$ cat src/rtl/uart_txrx.sv
// 8N1 UART transceiver, independent TX and RX sharing one baud count.
// Define UART_RX_SYNC_EN to pass rx_serial_input through a 2-flop synchronizer.
module uart_txrx #(
  parameter int CLKS_PER_BIT = 87
) (
  input  logic       i_Clock,
  input  logic       i_Rst_n,
  input  logic       tx_data_valid,
  input  logic [7:0] in,
  output logic       tx_active,
  output logic       tx_serial_data,
  output logic       tx_done,
  input  logic       rx_serial_input,
  output logic       rx_data_valid,
  output logic [7:0] rx_output
);

  localparam int CW = $clog2(CLKS_PER_BIT) + 1;
  localparam logic [CW-1:0] LAST = CW'(CLKS_PER_BIT - 1);
  localparam logic [CW-1:0] MID  = CW'((CLKS_PER_BIT - 1) / 2);

  typedef enum logic [2:0] {
    IDLE, START, DATA, STOP, CLEANUP
  } state_t;

  state_t          tx_state, tx_state_n;
  logic [CW-1:0]   tx_cnt, tx_cnt_n;
  logic [2:0]      tx_idx, tx_idx_n;
  logic [7:0]      tx_data, tx_data_n;
  logic            tx_active_n, tx_done_n;

  state_t          rx_state, rx_state_n;
  logic [CW-1:0]   rx_cnt, rx_cnt_n;
  logic [2:0]      rx_idx, rx_idx_n;
  logic [7:0]      rx_shift, rx_shift_n;
  logic [7:0]      rx_output_n;
  logic            rx_valid_n;
  logic            rx_line;

`ifdef UART_RX_SYNC_EN
  logic [1:0] rx_sync;
  always_ff @(posedge i_Clock or negedge i_Rst_n) begin
    if (!i_Rst_n) rx_sync <= 2'b11;
    else          rx_sync <= {rx_sync[0], rx_serial_input};
  end
  assign rx_line = rx_sync[1];
`else
  assign rx_line = rx_serial_input;
`endif

  always_ff @(posedge i_Clock or negedge i_Rst_n) begin
    if (!i_Rst_n) begin
      tx_state  <= IDLE;
      tx_cnt    <= '0;
      tx_idx    <= '0;
      tx_data   <= '0;
      tx_active <= 1'b0;
      tx_done   <= 1'b0;
    end else begin
      tx_state  <= tx_state_n;
      tx_cnt    <= tx_cnt_n;
      tx_idx    <= tx_idx_n;
      tx_data   <= tx_data_n;
      tx_active <= tx_active_n;
      tx_done   <= tx_done_n;
    end
  end

  always_comb begin
    tx_state_n  = tx_state;
    tx_cnt_n    = tx_cnt;
    tx_idx_n    = tx_idx;
    tx_data_n   = tx_data;
    tx_active_n = tx_active;
    tx_done_n   = 1'b0;
    unique case (tx_state)
      IDLE: begin
        tx_cnt_n = '0;
        tx_idx_n = '0;
        if (tx_data_valid) begin
          tx_data_n   = in;
          tx_active_n = 1'b1;
          tx_state_n  = START;
        end
      end
      START: begin
        if (tx_cnt < LAST) tx_cnt_n = tx_cnt + 1'b1;
        else begin
          tx_cnt_n   = '0;
          tx_state_n = DATA;
        end
      end
      DATA: begin
        if (tx_cnt < LAST) tx_cnt_n = tx_cnt + 1'b1;
        else begin
          tx_cnt_n = '0;
          tx_idx_n = tx_idx + 3'd1;
          if (tx_idx == 3'd7) tx_state_n = STOP;
        end
      end
      STOP: begin
        if (tx_cnt < LAST) tx_cnt_n = tx_cnt + 1'b1;
        else begin
          tx_cnt_n    = '0;
          tx_done_n   = 1'b1;
          tx_active_n = 1'b0;
          tx_state_n  = CLEANUP;
        end
      end
      CLEANUP: tx_state_n = IDLE;
      default: tx_state_n = IDLE;
    endcase
  end

  // Line level is decoded from registered state, so it tracks state exactly.
  always_comb begin
    tx_serial_data = 1'b1;
    if (tx_state == START)     tx_serial_data = 1'b0;
    else if (tx_state == DATA) tx_serial_data = tx_data[tx_idx];
  end

  always_ff @(posedge i_Clock or negedge i_Rst_n) begin
    if (!i_Rst_n) begin
      rx_state      <= IDLE;
      rx_cnt        <= '0;
      rx_idx        <= '0;
      rx_shift      <= '0;
      rx_output     <= '0;
      rx_data_valid <= 1'b0;
    end else begin
      rx_state      <= rx_state_n;
      rx_cnt        <= rx_cnt_n;
      rx_idx        <= rx_idx_n;
      rx_shift      <= rx_shift_n;
      rx_output     <= rx_output_n;
      rx_data_valid <= rx_valid_n;
    end
  end

  always_comb begin
    rx_state_n  = rx_state;
    rx_cnt_n    = rx_cnt;
    rx_idx_n    = rx_idx;
    rx_shift_n  = rx_shift;
    rx_output_n = rx_output;
    rx_valid_n  = 1'b0;
    unique case (rx_state)
      IDLE: begin
        rx_cnt_n = '0;
        rx_idx_n = '0;
        if (!rx_line) rx_state_n = START;
      end
      START: begin
        if (rx_cnt == MID) begin
          rx_cnt_n   = '0;
          rx_state_n = rx_line ? IDLE : DATA;
        end else rx_cnt_n = rx_cnt + 1'b1;
      end
      DATA: begin
        if (rx_cnt < LAST) rx_cnt_n = rx_cnt + 1'b1;
        else begin
          rx_cnt_n           = '0;
          rx_shift_n[rx_idx] = rx_line;
          rx_idx_n           = rx_idx + 3'd1;
          if (rx_idx == 3'd7) rx_state_n = STOP;
        end
      end
      STOP: begin
        if (rx_cnt < LAST) rx_cnt_n = rx_cnt + 1'b1;
        else begin
          rx_cnt_n   = '0;
          rx_state_n = CLEANUP;
          if (rx_line) begin
            rx_output_n = rx_shift;
            rx_valid_n  = 1'b1;
          end
        end
      end
      CLEANUP: rx_state_n = IDLE;
      default: rx_state_n = IDLE;
    endcase
  end

endmodule

$ cat config.mk
export PLATFORM = sky130hd
export DESIGN_NAME = uart_txrx
export DESIGN_NICKNAME = d
export VERILOG_FILES = /design/src/rtl/uart_txrx.sv
export SDC_FILE = /design/constraint.sdc
export NUM_CORES = 1
export LEC_CHECK = 0
export ABC_AREA = 1
export BUFFER_PORTS_ARGS = -buffer_cell sky130_fd_sc_hd__clkbuf_2
export CORE_MARGIN = 4
export CORE_UTILIZATION = 40
export CTS_CLUSTER_DIAMETER = 40
export CTS_CLUSTER_SIZE = 25
export DETAILED_ROUTE_END_ITERATION = 8
export GPL_TIMING_DRIVEN = 0
export HOLD_SLACK_MARGIN = 0.15
export PLACE_DENSITY = 0.68
export SYNTH_ARGS = -nofsm -noshare
export SYNTH_HDL_FRONTEND = slang
export SYNTH_SLANG_ARGS = --single-unit
$ cat constraint.sdc
create_clock -name i_Clock -period 1.9 [get_ports i_Clock]
set_clock_uncertainty 0.1 [all_clocks]
set_input_delay 0 -clock i_Clock [delete_from_list [all_inputs] [get_ports i_Clock]]
set_output_delay 0 -clock i_Clock [all_outputs]
set_load 0.1 [all_outputs]
=== Yosys cells after proc, flatten, opt, wreduce, memory -nomap -nowiden ===
Cells that the tools add are included.

* Register bits: 55
* Bits in latches: 0
* RAM bits: 0
* Bits in read-only memories: 0
* Bits of input ports: 12
* Memories kept: 0

* $add $sub $neg: 4
* Multipliers: 0
* Divide/modulo/power cells: 0
* Magnitude comparators: 5
* Equal/unequal tests: 19
* Shift operators: 0
* Multiplexer cells: 37
* Bitwise logic cells: 1
* Reductions and logical operators: 18

{| class="wikitable"
|+ Operators by type and width
! kind !! count
|-
| two-way mux 3 bit || 12
|-
| two-way mux 8 bit || 3
|-
| one-hot mux 3 bit (4 select lines) || 2
|-
| one-hot mux 8 bit (3 select lines) || 1
|-
| inequality test 2 bit (second input constant) || 10
|-
| adder 8 x 1 -> 8 bit (second input constant) || 2
|-
| less-than comparator 8 x 7 -> 1 bit (second input constant) || 2
|-
| one-hot mux 8 bit (2 select lines) || 1
|-
| equality test 3 x 2 -> 1 bit (second input constant) || 4
|-
| one-hot mux 3 bit (2 select lines) || 2
|-
| two-way mux 1 bit || 11
|-
| AND reduction 5 bit || 2
|-
| bitwise mux 8 bit || 1
|-
| equality test 8 x 6 -> 1 bit (second input constant) || 1
|-
| less-than comparator 3 x 4 -> 1 bit (second input constant) || 2
|-
| AND reduction 2 bit || 4
|-
| nonzero test 2 bit || 4
|-
| adder 3 x 1 -> 3 bit (second input constant) || 2
|-
| equality test 3 x 1 -> 1 bit (second input constant) || 2
|-
| equality test 3 bit (second input constant) || 2
|-
| zero test 3 bit || 2
|-
| AND reduction 3 bit || 2
|-
| binary-select mux 1 bit (select 3 bit) || 1
|-
| demux 1 bit (select 3 bit) || 1
|-
| 8 further kinds || 8
|}

=== Longest topological paths before layout ===
Gate-level depths: netlist of the first run.

* Depth in word-level cells: 5
* Mapped depth: 9
* Mapped depth without buffers: 9

=== Worst setup path after synthesis of the first run ===
No wires, ideal clock.

* Kind: register to output
* From: reg tx_idx[0]
* To: out tx_serial_data
* Arrival: 1.418 ns
* Data required time: 1.800 ns
* Setup slack: 0.382 ns
* Cell stages (with the launch flop): 8
* Path buffers: 0
* Cell sequence: dfrtp_1 -> inv_1 -> nand2_1 -> nand3_1 -> nand3_1 -> nand3_1 -> nand2_1 -> inv_1

* Word-level cells in the longest chain between the ends: 4

{| class="wikitable"
|+ RTL lines
! what !! RTL line !! text
|-
| start: declaration || 28 || <nowiki>logic [2:0] tx_idx, tx_idx_n;</nowiki>
|-
| start signal: assignment || 62 || <nowiki>tx_idx <= tx_idx_n;</nowiki>
|-
| binary-select mux 1 bit (select 3 bit) || 119 || <nowiki>else if (tx_state == DATA) tx_serial_data = tx_data[tx_idx];</nowiki>
|-
| two-way mux 1 bit (implied by the code) || 119 ||
|-
| two-way mux 1 bit || 119 ||
|-
| two-way mux 1 bit || 118 || <nowiki>if (tx_state == START) tx_serial_data = 1'b0;</nowiki>
|-
| end: declaration || 11 || <nowiki>output logic tx_serial_data,</nowiki>
|}

Every way passes these cells. The select of a mux whose other input is x is not followed.

=== Final worst setup path of the first run ===
Same ends and word-level chain as after synthesis.

==> results.yml, run 1 <==
outcome:
  status: "finished clean"
die:
  dieArea_mm2: 0.008180
  fp.dieW_um: 90.45
  die_h_um: 90.45
  num_rows: 29
  io_pins: 24
  core_region_area_mm2: 0.006459
  initial_core_util_pct: 42.10
critical_path:
  required_ns: 1.80
  critPathArrivalTime_ns: 1.62
  start_kind: "flop"
  regToRegStartpoint: "rx_state[2]"
  crit_path_max_fanout: 6
  crit_type: "flop to output pin"
  crit_start: "tx_idx[0]"
  critical_path.endpoint: "tx_serial_data"
  worst-r2r-setup-slack_ns: 0.42
  crit_path_end_kind: "output pin"
  r2r_cells: 8
  r2r-end: "rx_shift[2]"
sta:
  rsz0062_at_grt: "no"
  tightest_slew_ns: 0.5463
  max_freq_mhz: 581.1
  timing.final.crit_share_pct: 90.57
  setup_viol: 0
  fin_tns_setup_ns: 0
  slew_headroom_pct: 63.73
  hold_viol_final: 0
  maxSlewViolCount: 0
  post-route-min-period_ns: 1.721
grt:
  grt-ovfl-total: 0
  grt_pass1_wl_mm: 9.170
  antenna_found_initial: 0
  grt_max_degree: 56
  grt_usage_pct: 13.38
  grt_pass1_vias: 2091
placed_design:
  hpwl_mm: 3.624
  port_buffers: 22
  gp_congestion: 0.8503
cells_and_area:
  multi_input_area_mm2: 0.001191
  final_cell_mix: "nand2_1 (111), dfrtp_1 (55), inv_1 (32)"
  syn_to_final_growth_pct: 16.48
  final_nets: 382
  seq_area_mm2: 0.001376
  drive_gt1_share_pct: 16.16
  nFillCells: 648
  layout_commonest_cell: "nand2_1"
  diodes: 0
synth:
  avgSynthCellArea_um2: 8.444
  yosys.area.top_type: "dfrtp_1"
  synth_fa_ha_area_share_pct: 2.761
  synth.mux.area_fraction_pct: 3.313
  yosys-top-cells-area: "dfrtp_1 (51%), nand2_1 (15%), nand3_1 (5.2%)"
  syn-num-nets: 340
  synthCells: 322
  synthXorXnorAreaFrac_pct: 0.9664
  syn-cell-area_mm2: 0.002719
  ys.warnings.count: 0
  synth_compound_gate_area_share_pct: 6.305
  synth.distinct_cells: 29
  synth-seq-cells: 55
  synth_top_family_by_area: "simple AND/OR/NAND/NOR gates"
  yosysTopAreaCellShare_pct: 50.62
  seq_area_frac_synth_pct: 50.62
  synth_simple_gate_area_share_pct: 30.46
cts:
  clkTransAtPathRegs_ns: 0.10
  htreeDepth: 2
  cts_sinks: 55
  numCtsBuffers: 5
  clk_latency_ns: 0.31
  clockBufferDepth: 2
  post_cts_buffers: 0
  cts_tree: "done"
  clock-root-buffer: "clkbuf_8"
power_and_ir_drop:
  peakVddDrop_mv: 0.3496
  power_mw: 1.910
  power_density_mw_per_mm2: 603.2
  p_leak_nw: 1.686
route:
  route.detailed.drc: 0
  vias: 2148
  first_iter_violations: 79
  drt-total-wl_mm: 5.039
  wl_per_cell_um: 11.40
  dr.pass1.iters: 4
  via_per_inst: 4.860
  antenna_left: 0
min_path:
  hp-class: "input pin to flop"
flow_run:
  drv_cap: 0
registers in the layout (all words and copies together), names as in the netlist:
| register | count |
|---|---|
| rx_cnt | 8 |
| rx_output | 8 |
| rx_shift | 8 |
| tx_cnt | 8 |
| tx_data | 8 |
| rx_idx | 3 |
| rx_state | 3 |
| tx_idx | 3 |
| tx_state | 3 |
| rx_data_valid | 1 |
| tx_active | 1 |
| tx_done | 1 |
metrics by stage:
| stage | hold WS [ns] | std cells | cell area, um2 | util (%) | setup WS, ns |
|---|---|---|---|---|---|
| after floorplan | -0.3956 | 322 | 2719 | - | 0.3819 |
| after global placement | 0.1336 | 421 | 2925 | 45.29 | 0.3608 |
| after detailed placement | 0.1383 | 421 | 2925 | 45.29 | 0.3600 |
| after CTS | 0.3436 | 440 | 3137 | 48.57 | 0.1227 |
| after global routing | 0.3370 | 442 | 3167 | 49.03 | 0.02580 |
| final | 0.3497 | 442 | 3167 | 49.03 | 0.1791 |
metal layers:
layer	global-route usage, %	wire, um
met3	3.833	132
met1	15.97	2345
met2	23.34	2489
met4	4.082	70
met5	0	0
power by group:
group          total [mW]  leakage, nW  switching [mW]  internal, mW
clock               0.680       0.0474           0.382         0.298
combinational      0.0608        0.956          0.0324        0.0285
sequential           1.17        0.682               0          1.17
total                1.91         1.69           0.414          1.50
area by class of cell:
| cell class | instances | share of cell area, % |
|---|---|---|
| Inverter | 38 | 4.504 |
| Multi-Input combinational cell | 227 | 37.61 |
| Tap cell | 77 | 3.042 |
| Clock buffer | 6 | 2.608 |
| Buffer | 2 | 0.2766 |
| Sequential cell | 55 | 43.46 |
| Clock inverter | 2 | 0.5136 |
| Timing Repair Buffer | 35 | 7.981 |
how the worst min path moves through the flow:
stage | start | slack, ns | endpoint | cells after the start
after floorplan | i_Rst_n | -0.40 | rx_cnt[0] | 0
after global routing | in[2] | 0.34 | tx_data[2] | 3
final | in[0] | 0.35 | tx_data[0] | 3
after CTS | in[6] | 0.34 | tx_data[6] | 3
after detailed placement | in[5] | 0.14 | tx_data[5] | 2
after global placement | in[4] | 0.13 | tx_data[4] | 2
Yosys cell counts:
| master | number |
|---|---|
| nand2_8 | 1 |
| a31oi_1 | 1 |
| nor3_1 | 2 |
| inv_2 | 6 |
| o21ai_0 | 11 |
| nand4_2 | 1 |
| clkbuf_1 | 1 |
| mux2_2 | 8 |
| nand4_1 | 6 |
| o21bai_1 | 3 |
| dfrtp_1 | 55 |
| o21ai_2 | 1 |
| nand2_4 | 2 |
| a41oi_1 | 1 |
| nand3_1 | 28 |
| inv_1 | 32 |
| nor2_1 | 19 |
| nor2_8 | 2 |
| nand2_1 | 111 |
| ha_1 | 6 |
| and3_1 | 1 |
| nor2_2 | 2 |
| nand2_2 | 1 |
| a21oi_1 | 11 |
| nand3_2 | 1 |
| o21ai_1 | 3 |
| xor2_1 | 3 |
| nor2_4 | 2 |
| buf_2 | 1 |
worst max-delay path, stage by stage, from the launching register on:
cell	delay, ns
dfrtp_1	0.46
inv_1	0.16
nand2_1	0.07
nand3_1	0.08
nand3_1	0.07
nand3_1	0.08
nand2_1	0.05
inv_1	0.04
buf_4	0.28
cells by family (layout without fill, tap and decap cells):
group,Yosys count,count (layout)
adder cells (fa/ha/maj),6,6
buffers and inverters,40,83
flip-flops,55,55
multiplexers,8,8
AND/OR/NAND/NOR,179,179
XOR/XNOR,3,3
AO/OA/AOI/OAI,31,31
what timing repair did:
action	in CTS	in global routing
endpoints found under the setup margin	1	1
hold endpoints to repair	77	13
gates resized for setup	1	1
hold buffers	11	1
(Power assumes the default switching activity.)
==> run 2: changes to the inputs <==
Settings changed: CORE_UTILIZATION 40 to 55, PLACE_DENSITY 0.68 to 0.86.
==> run 2 against run 1 <==
Die area fell by 25%. Global-route usage is 5.3 points higher. Clock-buffer cell count fell by 1. First-iteration DRC count rose by 15%. Clock power decreased by 2.9%. Routed wire length rose by 0.12%. Fmax is 1.0% lower. Via count rose by 2.1%. Register-to-register slack about the same. Utilization rose by 17 points. Worst setup slack worse by 0.018 ns. Flip-flop and latch count stayed put. Critical endpoint unchanged. Highest routed layer unchanged.
==> results.yml, run 2 (same netlist as run 1, synthesis figures left out) <==
die:
  die_h_um: 78.31
  initial_core_util_pct: 57.18
  num_rows: 25
  dieArea_mm2: 0.006132
  io_pins: 24
  fp.dieW_um: 78.31
  core_region_area_mm2: 0.004755
grt:
  grt_usage_pct: 18.68
  antenna_found_initial: 0
  grt_max_degree: 56
  grt-ovfl-total: 0
  grt_pass1_vias: 2166
  grt_pass1_wl_mm: 9.108
route:
  route.detailed.drc: 0
  wl_per_cell_um: 11.73
  drt-total-wl_mm: 5.045
  vias: 2193
  via_per_inst: 5.100
  antenna_left: 0
  dr.pass1.iters: 4
  first_iter_violations: 91
sta:
  max_freq_mhz: 575.1
  hold_viol_final: 0
  fin_ws_ns: 0.1612
  tightest_slew_ns: 0.6683
  hold_ws_ns: 0.1563
  timing.final.crit_share_pct: 91.52
  maxSlewViolCount: 0
  setup_viol: 0
  slew_headroom_pct: 55.45
  rsz0062_at_grt: "no"
  post-route-min-period_ns: 1.739
  fin_tns_setup_ns: 0
placed_design:
  dp_slack_ns: 0.3633
  gp_congestion: 0.8966
  placed_cell_area_mm2: 0.002913
  hpwl_mm: 3.536
  port_buffers: 22
  dp.cells: 411
critical_path:
  crit_cells: 8
  r2r_cells: 3
  critPathMaxStageDelay_ns: 0.46
  timing.critical_path.mode_cell: "nand3_1"
  cp_num_buf_inv: 3
  critPathArrivalTime_ns: 1.64
  regToRegStartpoint: "tx_state[2]"
  worst-r2r-setup-slack_ns: 0.41
  r2r-end: "tx_data[7]"
  cp_slowest_cell: "dfrtp_1"
  cp_top_family: "buffers and inverters"
  crit_start: "tx_idx[0]"
  required_ns: 1.80
  path_cells: "inv_1 -> nand2_1 -> nand3_1 -> nand3_1 -> nand3_1 -> nand2_1 -> inv_1 -> buf_4"
  crit_path_end_kind: "output pin"
  critical_path.endpoint: "tx_serial_data"
  start_kind: "flop"
  crit_path_max_fanout: 6
  crit_type: "flop to output pin"
power_and_ir_drop:
  power_density_mw_per_mm2: 603.8
  peakVddDrop_mv: 0.4502
  p_leak_nw: 1.672
cells_and_area:
  layout_commonest_cell: "nand2_1"
  final_nets: 380
  diodes: 0
  final_cell_mix: "nand2_1 (111), dfrtp_1 (55), inv_1 (32)"
  design_area_mm2: 0.003120
  final_cells: 430
  drive_gt1_share_pct: 15.98
  syn_to_final_growth_pct: 14.77
cts:
  cts_sinks: 55
  clk_latency_ns: 0.31
  clockBufferDepth: 2
  clkTransAtPathRegs_ns: 0.11
  clock-root-buffer: "clkbuf_8"
  htreeDepth: 2
  cts_tree: "done"
  numCtsBuffers: 5
  post_cts_buffers: 0
outcome:
  status: "finished clean"
min_path:
  hp-class: "input pin to async pin"
flow_run:
  drv_cap: 0
run 2: area by class of cell:
class / instances / area [um2]
multi-input combinational: 227 / 1191
tap: 67 / 83.83
fill: 383 / 1634
clock inverter: 3 / 23.77
buffer: 2 / 8.758
clock buffer: 5 / 68.82
inverter: 38 / 142.6
sequential: 55 / 1376
timing repair buffer: 33 / 225.2
run 2: metal layers:
| layer | global-route usage (%) | share of wire (%) | routed length, um |
|---|---|---|---|
| met1 | 23.04 | 44 | 2212 |
| met2 | 32.11 | 51 | 2593 |
| met3 | 4.358 | 3.8 | 194 |
| met4 | 6.643 | 0.87 | 44 |
| met5 | 0 | 0 | 0 |
run 2: power breakdown:
part	leakage, nW	total (mW)	switching [mW]	internal [mW]
Clock	0.0461	0.660	0.394	0.267
Combinational	0.944	0.0542	0.0307	0.0236
Sequential	0.682	1.17	0	1.17
run 2: worst min path at each step:
stage | start | cells after the start | to
6_report | i_Rst_n | 2 | tx_state[0]
4_1_cts | in[2] | 3 | tx_data[2]
3_5_place_dp | in[7] | 2 | tx_data[7]
3_3_place_gp | in[0] | 2 | tx_data[0]
2_1_floorplan | i_Rst_n | 0 | rx_cnt[0]
5_1_grt | i_Rst_n | 2 | tx_state[0]
run 2: stage by stage:
stage          power [mW]  utilization [%]
2_1_floorplan       1.197                -
3_3_place_gp        1.231            61.26
3_5_place_dp        1.231            61.26
4_1_cts             1.909            65.53
5_1_grt             1.967            65.63
6_report            1.884            65.63
run 2: repair_timing:
| action | CTS | global route |
|---|---|---|
| hold endpoints to repair | 77 | 0 |
| resized for setup | 0 | 3 |
| hold buffers | 11 | 0 |
| setup endpoints to repair | 0 | 1 |
